[src/rtl/btn_req_latch.sv]
// ============================================================================
//  Module   : btn_req_latch
//  Purpose  : Synchronise and debounce raw buttons into sticky request bits
//  Revision : 1.0
// ============================================================================
`default_nettype none

module btn_req_latch #(
   parameter int N_CH         = 4,
   parameter int DEBOUNCE_CYC = 16,
   parameter int CNT_W        = $clog2(DEBOUNCE_CYC) + 1
) (
   input  logic            clk,
   input  logic            rst_n,
   input  logic [N_CH-1:0] btn_in,
   input  logic            clr,
   output logic [N_CH-1:0] req,
   output logic            req_valid,
   output logic            new_press
);

   localparam logic [CNT_W-1:0] c_CNT_TERM = CNT_W'(DEBOUNCE_CYC - 1);

   logic [N_CH-1:0] s1_q;
   logic [N_CH-1:0] s2_q;
   logic [N_CH-1:0] rise_w;
   logic [N_CH-1:0] req_q;
   logic [N_CH-1:0] req_d;
   logic [N_CH-1:0] req_kept_w;
   logic            new_press_q;
   logic            new_press_d;

   always_ff @(posedge clk or negedge rst_n) begin
      if (!rst_n) begin
         s1_q <= '0;
         s2_q <= '0;
      end else begin
         s1_q <= btn_in;
         s2_q <= s1_q;
      end
   end

   // Each channel needs DEBOUNCE_CYC consecutive disagreeing synced samples
   // before the accepted level moves; any agreement restarts the count.
   for (genvar i = 0; i < N_CH; i++) begin : g_ch
      logic             stable_q;
      logic             stable_d;
      logic [CNT_W-1:0] cnt_q;
      logic [CNT_W-1:0] cnt_d;
      logic             term_w;

      assign term_w    = (s2_q[i] != stable_q) && (cnt_q == c_CNT_TERM);
      assign rise_w[i] = term_w & s2_q[i];

      always_comb begin
         stable_d = stable_q;
         cnt_d    = '0;
         if (term_w) begin
            stable_d = s2_q[i];
         end else if (s2_q[i] != stable_q) begin
            cnt_d = cnt_q + CNT_W'(1);
         end
      end

      always_ff @(posedge clk or negedge rst_n) begin
         if (!rst_n) begin
            stable_q <= 1'b0;
            cnt_q    <= '0;
         end else begin
            stable_q <= stable_d;
            cnt_q    <= cnt_d;
         end
      end
   end

   // A rise on the clearing edge survives the clear for its own bit.
   always_comb begin
      req_kept_w  = clr ? '0 : req_q;
      req_d       = req_kept_w | rise_w;
      new_press_d = |(rise_w & ~req_kept_w);
   end

   always_ff @(posedge clk or negedge rst_n) begin
      if (!rst_n) begin
         req_q       <= '0;
         new_press_q <= 1'b0;
      end else begin
         req_q       <= req_d;
         new_press_q <= new_press_d;
      end
   end

   assign req       = req_q;
   assign req_valid = |req_q;
   assign new_press = new_press_q;

endmodule

`default_nettype wire

[config.mk]
export PLATFORM = sky130hd
export DESIGN_NAME = btn_req_latch
export DESIGN_NICKNAME = d
export VERILOG_FILES = /design/src/rtl/btn_req_latch.sv
export SDC_FILE = /design/constraint.sdc
export NUM_CORES = 1
export LEC_CHECK = 0
export ABC_AREA = 1
export CORE_UTILIZATION = 49
export DETAILED_ROUTE_END_ITERATION = 7
export HOLD_SLACK_MARGIN = 0.06
export PLACE_DENSITY = 0.68
export SYNTH_ARGS = -nofsm -noshare
export SYNTH_HDL_FRONTEND = slang
export SYNTH_SLANG_ARGS = --single-unit
[constraint.sdc]
create_clock -name clk -period 2.3 [get_ports clk]
set_input_delay 0.345 -clock clk [delete_from_list [all_inputs] [get_ports clk]]
set_output_delay 0.345 -clock clk [all_outputs]
set_load 0.005 [all_outputs]
==> impl_metrics.py <==
metrics = {
    "global_route": {
        "overflow": 0,
        "use_met3": 0.0612,
        "grt_util_met1": 0.190,
        "grt_pass1_vias": 943,
        "grt_pass1_wl_um": 3950,
        "grtUsageMet2": 0.256,
        "grt.busiest_layer": "met2",
        "gr-usage-all-layers": 0.161,
        "grt_max_degree": 38,
        "antenna_found_initial": 0,
    },
    "routing": {
        "vias": 995,
        "drt_iter0_drc": 33,
        "drcViolationCount": 2,
        "ant_nets": 0,
        "vias_per_cell": 4.85,
        "routed_wirelength_um": 2170,
        "wl_per_cell_um": 10.6,
        "drt-pass1-iter-count": 8,
    },
    "critical_path": {
        "slowest_stage": "clkdlybuf4s50_1",
        "critical_path_class": "reg -> out",
        "crit_chain": "inv_1, nand4_1, clkdlybuf4s50_1",
        "crit_fanout": 3,
        "cp_slowest_stage_delay_ps": 460,
        "worst_setup_path_end_kind": "output port",
        "crit_arrival_ps": 1360,
        "cp-start-kind": "flop",
        "worst_ep_required_time_ps": 1960,
    },
    "yosys": {
        "synth.area.top_cells": "dfrtp_1 62%, nor2_1 8.5%, ha_1 6.7%",
        "synth_top_area_share": 0.616,
        "ys_warn_count": 0,
        "synth_seq_cells": 37,
        "seq_area_frac_synth": 0.616,
        "syn_inst": 153,
        "synth_area_mm2": 0.00150,
        "syn_nets": 168,
        "synth_top_area_cell": "dfrtp_1",
        "synth_area_per_cell_um2": 9.83,
        "ys_types": 10,
    },
    "cts": {
        "numCtsBuffers": 5,
        "cts.sinks": 37,
        "cts_buffer_depth": 2,
        "insertion_delay_ps": 330,
        "cts_root_buffer": "clkbuf_4",
        "clk_pin_slew_ps": 90,
        "post_cts_buffers": 0,
        "htreeDepth": 2,
        "cts_tree": "built",
        "cts.repair.resized": 0,
        "holdBufCountCts": 0,
    },
    "flow_run": {
        "drv_cap": 0,
    },
    "power_and_ir_drop": {
        "peakVddDrop_mv": 0.407,
        "leakagePower_nw": 0.822,
        "power_mw": 1.07,
        "power_density_mw_per_mm2": 622,
    },
    "die": {
        "die-area_mm2": 0.00329,
        "rows": 19,
        "coreArea_mm2": 0.00283,
        "initial_utilization": 0.532,
        "dieWidth_um": 57.4,
        "die_h_um": 57.4,
        "ioPinCount": 13,
    },
    "placed_design": {
        "dpl-instance-area_mm2": 0.00167,
        "gp_congestion": 0.736,
        "dpl.hpwl_um": 1600,
        "io_buffer_count": 12,
    },
    "layout": {
        "fin_area_mm2": 0.00172,
        "nFillCells": 238,
        "antennaDiodeCount": 0,
        "final_cell_mix": "37 x dfrtp_1, 34 x nor2_1, 24 x inv_1, 21 x nand2_1, 12 x clkdlybuf4s50_1",
        "drive_gt1_frac": 0.0345,
        "fin_nets": 188,
        "syn_to_final_growth_pct": 14.3,
        "final_common_cell": "dfrtp_1",
        "final_util": 0.608,
    },
    "outcome": {
        "violations": "design-rule violations",
        "outcome": "finished with violations",
    },
    "timing": {
        "slew_headroom": 0.711,
        "finClkSkew_ps": 6.25,
        "finalHoldViolCount": 0,
        "min_period_ps": 1710,
        "finalMaxSlewViolations": 0,
        "hold_slack_ps": 357,
        "fmax_ghz": 0.586,
        "rsz0062_at_grt": "false",
        "fin_tns_setup_ps": 0,
        "worstMarginPinSlew_ps": 434,
        "setup_violations": 0,
        "period_share": 0.742,
    },
    "worst_hold_path": {
        "hold_path_class": "reg -> reg",
    },
}
[final cells by class]
class                   instances  area (um2)  area share
well taps                      31        38.8      0.0226
inverters                      24        90.1      0.0524
repair buffers                 13         128      0.0742
multi-input cells              92         488       0.284
clock buffers                   8        48.8      0.0284
flip-flops and latches         37         926       0.539
[logic make-up (layout without fill, tap and decap cells)]
logic type / Yosys count / after routing / share of synthesized area
flip-flops: 37 / 37 / 0.616
buffers and inverters: 24 / 45 / 0.0599
AO/OA/AOI/OAI: 8 / 8 / 0.0266
XOR/XNOR: 8 / 8 / 0.0466
adder cells (fa/ha/maj): 8 / 8 / 0.0666
AND/OR/NAND/NOR: 68 / 68 / 0.185
[stage by stage]
stage	std cells	setup slack, ps
finish	205	593
global route	205	516
CTS	205	564
detailed placement	197	925
global placement	197	939
floorplan	153	1020
[registers in the layout, indices dropped and copies added (netlist names)]
name and count:
g_ch.stable_q 4, s1_q 4, req 4, s2_q 4, g_ch.cnt_q 20, new_press 1
[layer usage]
metal / up-vias / part of all wire / routed length (um)
li1: 513 / - / -
met1: 459 / 0.46 / 1000
met2: 16 / 0.47 / 1020
met3: 7 / 0.043 / 94
met4: 0 / 0.026 / 57
met5: - / 0 / 0
[report_power, final]
part           internal (mW)  switching [mW]  total [mW]
sequential             0.674          0.0210       0.695
combinational         0.0286          0.0351      0.0637
clock                  0.122           0.189       0.311
total                  0.825           0.245        1.07
[synth_stat cells]
library cell,count
dfrtp_1,37
ha_1,8
inv_1,24
nand2_1,21
nand3_1,8
nand4_1,5
nor2_1,34
o21ai_0,8
xnor2_1,4
xor2_1,4
[critical path, delay by kind of cell, from the launching register on]
family        cells  cell delay [ps]
buf+inv           2              550
flops             1              390
simple gates      1              100
[final timing paths]
| path | startpoint | end | slack [ps] | cells after the start |
|---|---|---|---|---|
| max | req[3]$_DFF_PN0_ | req_valid | 590 | 3 |
| min | s1_q[3]$_DFF_PN0_ | s2_q[3]$_DFF_PN0_ | 360 | 0 |
| max reg2reg | g_ch[1].cnt_q[0]$_DFF_PN0_ | new_press$_DFF_PN0_ | 920 | 8 |
| min reg2reg | s1_q[3]$_DFF_PN0_ | s2_q[3]$_DFF_PN0_ | 360 | 0 |
| max in group asynchronous | rst_n | g_ch[1].cnt_q[1]$_DFF_PN0_ | 1570 | 2 |
| min in group asynchronous | rst_n | g_ch[1].cnt_q[2]$_DFF_PN0_ | 420 | 2 |
(Power assumes the default switching activity.)
